--- src/rtl/dds_pkg.sv ---
// Shared definitions for the DDS datapath arithmetic blocks (Mult, seq_divider).
package dds_pkg;

    // Default operand width, shared with the 12-bit multiplier
    localparam int MULT_WIDTH = 12;

    // Sequential divider control states
    typedef enum logic [1:0] {
        IDLE  = 2'd0,
        RUN   = 2'd1,
        DONE  = 2'd2,
        FAULT = 2'd3
    } div_state_t;

endpackage

--- src/rtl/seq_divider.sv ---
// Radix-2 restoring divider: 2m-bit dividend / m-bit divisor -> m-bit quotient
// and remainder, one quotient bit per clock, with a start/busy/done handshake.
// Divide-by-zero and quotient overflow are caught up front and reported
// through err one cycle after the accepted start.
module seq_divider
    import dds_pkg::*;
#(
    parameter int m = MULT_WIDTH
) (
    input  logic             clk,
    input  logic             rst,
    input  logic             start,
    input  logic [2*m-1:0]   dividend,
    input  logic [m-1:0]     divisor,
    output logic             busy,
    output logic             done,
    output logic             err,
    output logic [m-1:0]     quotient,
    output logic [m-1:0]     remainder
);

    localparam int CW = (m > 1) ? $clog2(m) : 1;

    div_state_t      state;
    div_state_t      state_next;

    logic [CW-1:0]   count;
    logic [m:0]      part;
    logic [m-1:0]    shift;
    logic [m-1:0]    dsr;

    logic            accept;
    logic            step;
    logic            last_step;
    logic            fault_in;

    logic [m:0]      trial;
    logic            take;
    logic [m:0]      diff;

    // A quotient that would not fit in m bits shows up as high half >= divisor;
    // a zero divisor is caught by the same comparison plus the explicit test.
    assign fault_in = (divisor == '0) || (dividend[2*m-1:m] >= divisor);

    // The shift register first holds the unconsumed low dividend bits (MSB
    // first) and fills with quotient bits from the bottom as they are produced.
    assign trial = {part[m-1:0], shift[m-1]};
    assign take  = (trial >= {1'b0, dsr});
    assign diff  = take ? (trial - {1'b0, dsr}) : trial;

    // State register
    always_ff @(posedge clk or posedge rst) begin
        if (rst) begin
            state <= IDLE;
        end else begin
            state <= state_next;
        end
    end

    // Next-state logic: faults and results each occupy a single cycle
    always_comb begin
        state_next = state;
        case (state)
            IDLE: begin
                if (start) begin
                    state_next = fault_in ? FAULT : RUN;
                end
            end
            RUN: begin
                if (count == '0) begin
                    state_next = DONE;
                end
            end
            DONE:    state_next = IDLE;
            FAULT:   state_next = IDLE;
            default: state_next = IDLE;
        endcase
    end

    // Control strobes decoded from the current state
    always_comb begin
        accept    = 1'b0;
        step      = 1'b0;
        last_step = 1'b0;
        busy      = 1'b0;
        case (state)
            IDLE: begin
                accept = start;
            end
            RUN: begin
                step      = 1'b1;
                last_step = (count == '0);
                busy      = 1'b1;
            end
            default: begin
                accept = 1'b0;
            end
        endcase
    end

    // Operand capture, iteration and result registers
    always_ff @(posedge clk or posedge rst) begin
        if (rst) begin
            count     <= '0;
            part      <= '0;
            shift     <= '0;
            dsr       <= '0;
            done      <= 1'b0;
            err       <= 1'b0;
            quotient  <= '0;
            remainder <= '0;
        end else begin
            done <= 1'b0;
            if (accept) begin
                dsr   <= divisor;
                part  <= {1'b0, dividend[2*m-1:m]};
                shift <= dividend[m-1:0];
                count <= CW'(m - 1);
                err   <= 1'b0;
            end else if (step) begin
                part  <= diff;
                shift <= {shift[m-2:0], take};
                count <= count - 1'b1;
                if (last_step) begin
                    quotient  <= {shift[m-2:0], take};
                    remainder <= diff[m-1:0];
                    done      <= 1'b1;
                    err       <= 1'b0;
                end
            end else if (state == FAULT) begin
                quotient  <= '1;
                remainder <= shift;
                err       <= 1'b1;
                done      <= 1'b1;
            end
        end
    end

endmodule
--- config.mk ---
export PLATFORM = sky130hd
export DESIGN_NAME = seq_divider
export DESIGN_NICKNAME = d
export VERILOG_FILES = /design/src/rtl/dds_pkg.sv /design/src/rtl/seq_divider.sv
export SDC_FILE = /design/constraint.sdc
export NUM_CORES = 1
export LEC_CHECK = 0
export CAP_MARGIN = 30
export CORE_MARGIN = 2
export CORE_UTILIZATION = 40
export DETAILED_ROUTE_END_ITERATION = 10
export PLACE_DENSITY = 0.62
export SLEW_MARGIN = 20
export SYNTH_ARGS = -nofsm -noshare
export SYNTH_HDL_FRONTEND = slang
export SYNTH_SLANG_ARGS = --single-unit
--- constraint.sdc ---
create_clock -name clk -period 3.44 [get_ports clk]
set_clock_uncertainty 0.1 [all_clocks]
set_input_delay 0.688 -clock clk [delete_from_list [all_inputs] [get_ports clk]]
set_output_delay 0.688 -clock clk [all_outputs]
set_load 0.05 [all_outputs]
**After elaboration in Yosys (flattened, before gate mapping)**

Index checks and enable logic that the tools add are counted.

- Word-level logic and storage cells: 60
- Input bits: 39
- Register bits after elaboration: 68

- Magnitude comparators: 2
- $add $sub $neg: 2
- Bitwise gates (word level): 1
- Mux-type cells: 28
- Equal/unequal tests: 7
- Reduce and logical (&&, ||, !) cells: 11

Operators with widths:

| cell | number |
|---|---|
| $mux W12 | 11 |
| $ge A13 B12 Y1 | 1 |
| $ge A12 B12 Y1 | 1 |
| $logic_not A12 Y1 | 1 |
| $sub A12 B12 Y12 | 1 |
| $mux W1 | 11 |
| $mux W4 | 2 |
| $mux W2 | 3 |
| $pmux W2 S3 | 1 |
| $eq A2 B2 Y1 const B | 2 |
| $logic_not A4 Y1 | 1 |
| $ne A2 B2 Y1 const B | 2 |
| $reduce_and A2 Y1 | 2 |
| $reduce_bool A2 Y1 | 2 |
| $sub A4 B1 Y4 const B | 1 |
| $ne A3 B1 Y1 const B | 1 |
| $reduce_and A3 Y1 | 1 |
| $reduce_bool A3 Y1 | 1 |
| $eq A2 B1 Y1 const B | 1 |
| $logic_not A2 Y1 | 1 |
| $ne A2 B1 Y1 const B | 1 |
| $reduce_or A2 Y1 | 1 |
| $logic_or A1 B1 Y1 | 1 |
| $not A1 Y1 | 1 |

**Depth between registers and ports, before layout**

Gate-level depths: netlist of the first run.

- Depth after elaboration: 5
- Gate-level depth with buffers: 10

**Least setup slack after synthesis of the first run**

No wires, ideal clock.

- Path type: register to register
- Start: register part[7]
- End: register remainder[10]
- Data required time: 3201 ps
- Path buffers: 1
- Arrival time: 2147 ps
- Clock period less this slack: 2386 ps
- Cell stages (with the launch flop): 9
- Slack: 1054 ps
- Setup time: 139 ps
- Path through: dfrtp_1 > ha_1 > and3_4 > a221oi_2 > nor3_2 > or3_1 > buf_6 > mux2i_1 > a22oi_1

- Longest elaborated chain between the ends: 4
- Elaborated cells on any way between the ends: 5

Ends and longest elaborated chain:

| element | RTL line | source |
|---|---|---|
| from (decl) | seq_divider.sv:28 | `logic [m:0] part;` |
| from (signal assigned) | seq_divider.sv:116 | `part <= {1'b0, dividend[2*m-1:m]};` |
| from (signal assigned) | seq_divider.sv:121 | `part <= diff;` |
| $sub A12 B12 Y12 or $ge A13 B12 Y1 (tied branches) | seq_divider.sv:49, seq_divider.sv:48 |  |
| $mux W12 (*) | seq_divider.sv:49 | `assign diff = take ? (trial - {1'b0, dsr}) : trial;` |
| $mux W12 (*) | seq_divider.sv:124 | `if (last_step) begin` |
| $mux W12 (*) | seq_divider.sv:120 | `end else if (step) begin` |
| to (signal assigned) | seq_divider.sv:126 | `remainder <= diff[m-1:0];` |
| to (signal assigned) | seq_divider.sv:132 | `remainder <= shift;` |
| to (decl) | seq_divider.sv:19 | `output logic [m-1:0] remainder` |

Mark *: on every way between the ends. The rest lies on a longest branch, timed or not. The select of a mux whose other input is x is not followed.
A chain may end at the register's enable or synchronous reset.

**Final worst setup path of the first run**

- Start: register part[7]
- End: register remainder[1]

- Longest elaborated chain between the ends: 4

Ends and longest elaborated chain:

| element | RTL line | source |
|---|---|---|
| $ge A13 B12 Y1 | seq_divider.sv:48 | `assign take = (trial >= {1'b0, dsr});` |
| $mux W12 | seq_divider.sv:49 |  |
| $mux W12 | seq_divider.sv:124 |  |
| $mux W12 | seq_divider.sv:120 |  |

Every way passes these cells. The select of a mux whose other input is x is not followed.

==> results of run 1 <==
[registers in the layout (all words and copies together) (netlist names), 2 cells and up]
| signal | flops |
|---|---|
| state | 2 |
| remainder | 12 |
| dsr | 12 |
| shift | 12 |
| count | 4 |
| part | 12 |
| quotient | 12 |
[per-stage QoR]
stage          hold WS [ns]  setup WS [ns]  area [µm²]  utilization
2_1_floorplan         0.350          0.940        3930            -
3_3_place_gp          0.350          0.537        4730        0.490
3_5_place_dp          0.356          0.565        4730        0.490
4_1_cts               0.372          0.591        4930        0.511
5_1_grt               0.408          0.370        4940        0.512
6_report              0.367          0.548        4940        0.512
[layer usage]
| layer | vias to the layer above | track usage | wire, µm |
|---|---|---|---|
| met5 | - | 0 | 0 |
| met4 | 0 | 0.0617 | 146 |
| met3 | 11 | 0.0420 | 631 |
| met2 | 91 | 0.336 | 4930 |
| met1 | 1672 | 0.296 | 4990 |
| li1 | 1678 | - | - |
[worst max-delay path by stage]
stage                              startpoint                        end  slack [ns]  cells past startpoint
final                     part[7]$_DFFE_PP0N_   remainder[1]$_DFFE_PP0P_        0.55                      7
after global routing      part[7]$_DFFE_PP0N_  remainder[10]$_DFFE_PP0P_        0.37                      7
after CTS                 part[7]$_DFFE_PP0N_   remainder[1]$_DFFE_PP0P_        0.59                      7
after detailed placement         dividend[12]       state[1]$_DFFE_PP0P_        0.56                      9
after global placement           dividend[12]       state[1]$_DFFE_PP0P_        0.54                      9
after floorplan                           rst       count[0]$_DFFE_PP0N_        0.94                      1
[cell type report]
type                            instances  area [µm²]
Fill cell                             939        4700
Multi-Input combinational cell        312        2020
Sequential cell                        68        1700
Timing Repair Buffer                   72         713
Tap cell                              133         166
Clock buffer                           10         138
Inverter                               35         131
Clock inverter                          6        63.8
[logic make-up (layout without fill, tap and decap cells)]
| logic type | after synthesis | after routing | share of synthesized area |
|---|---|---|---|
| DFF | 68 | 68 | 0.433 |
| adders and majority gates | 26 | 26 | 0.0846 |
| and+or+nand+nor | 135 | 135 | 0.162 |
| xor gates and xnor gates | 9 | 9 | 0.0200 |
| muxes | 7 | 7 | 0.0178 |
| buffers and inverters | 55 | 123 | 0.0544 |
| AOI/OAI and AO/OA | 135 | 135 | 0.228 |
[cells in the mapped netlist, drive strengths merged (2+ instances only)]
master,instances,share of area
a2111oi,4,0.014
nand4,3,0.0048
nand2,70,0.067
or3,6,0.0095
ha,25,0.080
xor2,2,0.0045
o21bai,2,0.0038
and3,7,0.012
inv,34,0.032
nor3,8,0.013
nor2,14,0.013
a21boi,2,0.0038
clkbuf,17,0.016
a21o,9,0.017
nand3,12,0.017
o211ai,2,0.0038
o21ai,51,0.065
o22ai,2,0.0032
o31ai,4,0.012
nor4,5,0.0080
dfrtp,68,0.43
a21oi,22,0.028
mux2i,7,0.018
a32oi,4,0.0089
a32o,2,0.0051
xnor2,7,0.016
a22oi,13,0.025
a31o,2,0.0045
nand2b,6,0.0095
buf,3,0.0048
a211oi,2,0.0051
o21a,2,0.0038
a31oi,6,0.0095
[tightest hold or removal path: stages (launching register included)]
cell and delay [ns]:
sky130_fd_sc_hd__dfrtp_1 0.34, sky130_fd_sc_hd__nand2_1 0.05, sky130_fd_sc_hd__nand2_1 0.05
==> run_summary.xml, run 1 <==
<?xml version="1.0" encoding="UTF-8"?>
<metrics>
  <group name="status">
    <metric name="status" unit="">finished, final reports clean</metric>
  </group>
  <group name="timing">
    <metric name="report.final.setup_viol" unit="">0</metric>
    <metric name="timing.final.crit_period" unit="ns">2.89</metric>
    <metric name="finalCritPeriodShare" unit="">0.841</metric>
    <metric name="worst_slew_margin" unit="">0.540</metric>
    <metric name="fmax" unit="MHz">346</metric>
    <metric name="timing_hold_violations_final" unit="">0</metric>
    <metric name="maxSlewViolCount" unit="">0</metric>
    <metric name="tightestPinTransition" unit="ns">0.684</metric>
    <metric name="grt_setup_unrepaired" unit="">false</metric>
    <metric name="setup_total_negative_slack" unit="ns">0</metric>
  </group>
  <group name="global_route">
    <metric name="globalRouteTotalUtil" unit="">0.212</metric>
    <metric name="grt_overflow_total" unit="">0</metric>
    <metric name="largest_net_degree_at_the_start_of_global_routing" unit="">51</metric>
    <metric name="grt_pass1_wl" unit="µm">17100</metric>
    <metric name="grt_antenna_before_repair" unit="">0</metric>
    <metric name="number_of_global_route_vias_before_repair" unit="">3328</metric>
  </group>
  <group name="flow_run">
    <metric name="cap_viol_max_count" unit="">0</metric>
  </group>
  <group name="worst_hold_path">
    <metric name="hold_path_startpoint" unit="">quotient[1]$_DFFE_PP0P_</metric>
    <metric name="hold_end" unit="">quotient[1]$_DFFE_PP0P_</metric>
    <metric name="hold_path_class" unit="">register to register</metric>
    <metric name="timing.hold.worst_path_depth" unit="">2</metric>
  </group>
  <group name="worst_setup_path">
    <metric name="cp.required" unit="ns">3.55</metric>
    <metric name="cp_class" unit="">register to register</metric>
    <metric name="critical-path-top-delay-family" unit="">simple AND/OR/NAND/NOR gates</metric>
    <metric name="critical_path_peak_fanout" unit="">10</metric>
    <metric name="endpoint_kind" unit="">register</metric>
    <metric name="ff2ff_path_depth" unit="">7</metric>
    <metric name="worstSetupStartpointType" unit="">register</metric>
    <metric name="rr_startpoint" unit="">part[7]$_DFFE_PP0N_</metric>
    <metric name="worst-endpoint-arrival" unit="ns">3.00</metric>
    <metric name="cp.buffers_inverters" unit="">0</metric>
    <metric name="timing.critical_path.slowest_cell_delay" unit="ns">0.49</metric>
    <metric name="crit_slowest_cell" unit="">sky130_fd_sc_hd__or3_1</metric>
    <metric name="timing.rr.end" unit="">remainder[1]$_DFFE_PP0P_</metric>
    <metric name="critical_path.cell_chain" unit="">ha_1, and3_4, nand3_2, a2111oi_4, or3_1, mux2i_1, o21ai_1</metric>
    <metric name="reg2reg_slack" unit="ns">0.55</metric>
  </group>
  <group name="cts">
    <metric name="cts_tree" unit="">yes</metric>
    <metric name="clkLatencyLatePin" unit="ns">0.34</metric>
    <metric name="cts.root.buffer_cell" unit="">sky130_fd_sc_hd__clkbuf_8</metric>
    <metric name="worst_setup_hold_path_clk_slew" unit="ns">0.08</metric>
    <metric name="cts.repair.resized" unit="">0</metric>
    <metric name="cts.sink_count" unit="">68</metric>
    <metric name="numCtsBuffers" unit="">9</metric>
    <metric name="cts-root-to-sink-buffers" unit="">2</metric>
    <metric name="postCtsHoldBufs" unit="">0</metric>
    <metric name="post_cts.repair.setup_buffers" unit="">0</metric>
    <metric name="clock_tree.htree_level_count" unit="">3</metric>
  </group>
  <group name="finish">
    <metric name="stdcell_count" unit="">636</metric>
    <metric name="layout_common_cells" unit="">sky130_fd_sc_hd__nand2_1, sky130_fd_sc_hd__dfrtp_1, sky130_fd_sc_hd__clkdlybuf4s50_1</metric>
    <metric name="layout_area_overhead" unit="%">25.5</metric>
    <metric name="final_layout_size_suffix_gt1_frac" unit="">0.0755</metric>
    <metric name="layout.nets" unit="">563</metric>
    <metric name="final_common_cell" unit="">sky130_fd_sc_hd__nand2_1</metric>
    <metric name="antenna-diode-count" unit="">0</metric>
  </group>
  <group name="yosys">
    <metric name="synth.yosys.seq_area_share" unit="">0.433</metric>
    <metric name="syn-cell-area" unit="µm²">3930</metric>
    <metric name="share_of_synthesized_registers_carrying_an_async_set_or_reset" unit="">1.00</metric>
    <metric name="yosysUniqueCellTypes" unit="">54</metric>
    <metric name="synthCells" unit="">435</metric>
    <metric name="total_nets_after_synthesis" unit="">500</metric>
    <metric name="synthFlopType" unit="">sky130_fd_sc_hd__dfrtp_1</metric>
    <metric name="synth.ff_latch_count" unit="">68</metric>
    <metric name="number_of_synthesis_warnings" unit="">0</metric>
    <metric name="count_of_flip_flops_with_a_built_in_enable_after_synthesis" unit="">0</metric>
    <metric name="synth_area_per_inst" unit="µm²">9.04</metric>
  </group>
  <group name="place">
    <metric name="io_buffers" unit="">65</metric>
    <metric name="place.detailed.hpwl" unit="µm">7820</metric>
    <metric name="post-place-cells" unit="">619</metric>
    <metric name="gp_congestion" unit="">0.911</metric>
  </group>
  <group name="die">
    <metric name="die_area" unit="µm²">10600</metric>
    <metric name="ios" unit="">66</metric>
    <metric name="initial_utilization" unit="">0.408</metric>
    <metric name="number_of_cell_rows" unit="">36</metric>
    <metric name="die_x" unit="µm">103</metric>
    <metric name="die_height" unit="µm">103</metric>
    <metric name="fp.coreArea" unit="µm²">9640</metric>
  </group>
  <group name="detailed_routing">
    <metric name="drc_errors" unit="">0</metric>
    <metric name="routed_wire_length_per_instance" unit="µm">16.8</metric>
    <metric name="vias" unit="">3452</metric>
    <metric name="antenna_left" unit="">0</metric>
    <metric name="vias_per_cell" unit="">5.43</metric>
    <metric name="detailedRoute.firstPassIterationCount" unit="">5</metric>
    <metric name="postRouteWirelength" unit="µm">10700</metric>
    <metric name="detailedRoute.firstIterationViolations" unit="">187</metric>
  </group>
</metrics>
Power of run 1 is not shown: default switching activity piles up to over one toggle a cycle in this logic, so the estimate is an artifact.
==> run 2, diff against run 1 <==
--- a/config.mk
+++ b/config.mk
@@ -9,7 +9,7 @@
 export CORE_MARGIN = 2
 export CORE_UTILIZATION = 40
 export DETAILED_ROUTE_END_ITERATION = 10
-export PLACE_DENSITY = 0.62
+export PLACE_DENSITY = 0.64
 export SLEW_MARGIN = 20
 export SYNTH_ARGS = -nofsm -noshare
 export SYNTH_HDL_FRONTEND = slang
==> constraint.sdc (replaced) <==
create_clock -name clk -period 2.6 [get_ports clk]
set_clock_uncertainty 0.1 [all_clocks]
set_input_delay 0.52 -clock clk [delete_from_list [all_inputs] [get_ports clk]]
set_output_delay 0.52 -clock clk [all_outputs]
set_load 0.05 [all_outputs]
==> run 2 against run 1 <==
Design area rose by 5.6%. Routed wire length rose by 4.8%. Worst setup slack got worse by 0.48 ns. Global-route usage rose by 1.4 points. Final cell count rose by 3.6%. Sequential cell count did not move.
==> run_summary.xml, run 2 (same netlist as run 1, synthesis figures left out) <==
<?xml version="1.0" encoding="UTF-8"?>
<metrics>
  <group name="worst_setup_path">
    <metric name="crit_start" unit="">part[0]$_DFFE_PP0N_</metric>
    <metric name="critical_path.cell_chain" unit="">ha_1, nor2b_2, o31ai_4, a2111oi_4, or3_4, buf_4, mux2i_2, a22oi_1</metric>
    <metric name="cp.required" unit="ns">2.72</metric>
    <metric name="cp_class" unit="">register to register</metric>
    <metric name="worstSetupStartpointType" unit="">register</metric>
    <metric name="critical_path_peak_fanout" unit="">3</metric>
    <metric name="crit_slowest_cell" unit="">sky130_fd_sc_hd__dfrtp_2</metric>
    <metric name="worst-endpoint-arrival" unit="ns">2.65</metric>
    <metric name="timing.critical_path.slowest_cell_delay" unit="ns">0.44</metric>
    <metric name="rr_startpoint" unit="">part[0]$_DFFE_PP0N_</metric>
    <metric name="endpoint_kind" unit="">register</metric>
  </group>
  <group name="place">
    <metric name="place.detailed.hpwl" unit="µm">8160</metric>
    <metric name="gp_congestion" unit="">0.934</metric>
    <metric name="io_buffers" unit="">65</metric>
    <metric name="post-place-cells" unit="">640</metric>
    <metric name="placed_area" unit="µm²">4900</metric>
  </group>
  <group name="finish">
    <metric name="stdcell_count" unit="">659</metric>
    <metric name="antenna-diode-count" unit="">0</metric>
    <metric name="layout.cell_area.non_filler" unit="µm²">5210</metric>
    <metric name="final_common_cell" unit="">sky130_fd_sc_hd__nand2_1</metric>
    <metric name="multi_input_area" unit="µm²">2110</metric>
    <metric name="layout_common_cells" unit="">sky130_fd_sc_hd__nand2_1, sky130_fd_sc_hd__dfrtp_1, sky130_fd_sc_hd__clkdlybuf4s50_1</metric>
    <metric name="finish.utilization" unit="">0.540</metric>
    <metric name="final_layout_size_suffix_gt1_frac" unit="">0.137</metric>
    <metric name="nFillCells" unit="">925</metric>
    <metric name="sequential_cell_area" unit="µm²">1700</metric>
    <metric name="layout_area_overhead" unit="%">32.5</metric>
    <metric name="layout.nets" unit="">586</metric>
  </group>
  <group name="timing">
    <metric name="tightestPinTransition" unit="ns">0.606</metric>
    <metric name="maxSlewViolCount" unit="">0</metric>
    <metric name="fin_worst_hold_slack" unit="ns">0.366</metric>
    <metric name="fmax" unit="MHz">394</metric>
    <metric name="finalCritPeriodShare" unit="">0.975</metric>
    <metric name="grt_setup_unrepaired" unit="">false</metric>
    <metric name="timing_hold_violations_final" unit="">0</metric>
    <metric name="timing.final.crit_period" unit="ns">2.54</metric>
    <metric name="report.final.setup_viol" unit="">0</metric>
    <metric name="worst_slew_margin" unit="">0.592</metric>
  </group>
  <group name="flow_run">
    <metric name="cap_viol_max_count" unit="">0</metric>
  </group>
  <group name="detailed_routing">
    <metric name="drc_errors" unit="">0</metric>
    <metric name="routed_wire_length_per_instance" unit="µm">17.0</metric>
    <metric name="detailedRoute.firstPassIterationCount" unit="">5</metric>
    <metric name="vias_per_cell" unit="">5.41</metric>
    <metric name="postRouteWirelength" unit="µm">11200</metric>
    <metric name="detailedRoute.firstIterationViolations" unit="">297</metric>
    <metric name="antenna_left" unit="">0</metric>
    <metric name="vias" unit="">3564</metric>
  </group>
  <group name="worst_hold_path">
    <metric name="hold_path_startpoint" unit="">quotient[2]$_DFFE_PP0P_</metric>
    <metric name="hold_path_class" unit="">register to register</metric>
  </group>
  <group name="cts">
    <metric name="clkLatencyLatePin" unit="ns">0.34</metric>
    <metric name="worst_setup_hold_path_clk_slew" unit="ns">0.08</metric>
    <metric name="clock_tree.htree_level_count" unit="">3</metric>
    <metric name="cts.sink_count" unit="">68</metric>
    <metric name="postCtsHoldBufs" unit="">0</metric>
    <metric name="cts_tree" unit="">yes</metric>
    <metric name="numCtsBuffers" unit="">9</metric>
    <metric name="cts-root-to-sink-buffers" unit="">2</metric>
    <metric name="cts.root.buffer_cell" unit="">sky130_fd_sc_hd__clkbuf_8</metric>
  </group>
  <group name="die">
    <metric name="die_area" unit="µm²">10600</metric>
    <metric name="initial_utilization" unit="">0.408</metric>
    <metric name="fp.coreArea" unit="µm²">9640</metric>
    <metric name="number_of_cell_rows" unit="">36</metric>
    <metric name="die_x" unit="µm">103</metric>
    <metric name="die_height" unit="µm">103</metric>
    <metric name="ios" unit="">66</metric>
  </group>
  <group name="global_route">
    <metric name="grt_pass1_wl" unit="µm">18400</metric>
    <metric name="grt_antenna_before_repair" unit="">0</metric>
    <metric name="largest_net_degree_at_the_start_of_global_routing" unit="">69</metric>
    <metric name="number_of_global_route_vias_before_repair" unit="">3688</metric>
    <metric name="globalRouteTotalUtil" unit="">0.226</metric>
    <metric name="grt_overflow_total" unit="">0</metric>
  </group>
  <group name="status">
    <metric name="status" unit="">finished, final reports clean</metric>
  </group>
</metrics>
==> run 2: area by class of cell <==
| type | instances | area share |
|---|---|---|
| Sequential cell | 68 | 0.327 |
| Timing Repair Buffer | 95 | 0.173 |
| Clock buffer | 10 | 0.0264 |
| Multi-Input combinational cell | 312 | 0.404 |
| Inverter | 35 | 0.0252 |
| Clock inverter | 6 | 0.0122 |
| Tap cell | 133 | 0.0319 |
==> run 2: final timing paths <==
kind	to	slack [ns]	cells past startpoint
max	remainder[10]$_DFFE_PP0P_	0.06	8
min	quotient[2]$_DFFE_PP0P_	0.37	2
max reg2reg	remainder[10]$_DFFE_PP0P_	0.06	8
min reg2reg	quotient[2]$_DFFE_PP0P_	0.37	2
max in group asynchronous	part[0]$_DFFE_PP0N_	1.63	3
min in group asynchronous	quotient[4]$_DFFE_PP0P_	0.48	3
==> run 2: critical path: cells and delay by family (launching register included) <==
family                     cells  cell delay (ns)
AOI/OAI and AO/OA              3             0.64
DFF                            1             0.44
and+or+nand+nor                2             0.54
adders and majority gates      1             0.32
buffers and inverters          1             0.16
muxes                          1             0.21
==> run 2: what timing repair did <==
action	CTS	global route
pin swaps	2	9
gates resized for setup	5	11
buffers inserted	0	2
endpoints found under the setup margin	4	21
==> run 2: per-layer routing <==
layer,wire [µm],track usage,vias to the layer above
met3,602,0.0454,27
met1,4970,0.294,1699
met2,5270,0.371,112
met4,372,0.0901,0
met5,0,0,-
li1,-,-,1726
==> run 2: stage by stage <==
step	TNS (ns)	worst slack, ns
after floorplan	0	0.214
after global placement	0	0.0443
after detailed placement	-0.00173	-0.00173
after CTS	0	0.00582
after global routing	0	0.00565
final	0	0.0648
Power of run 2 is left out for the same reason.
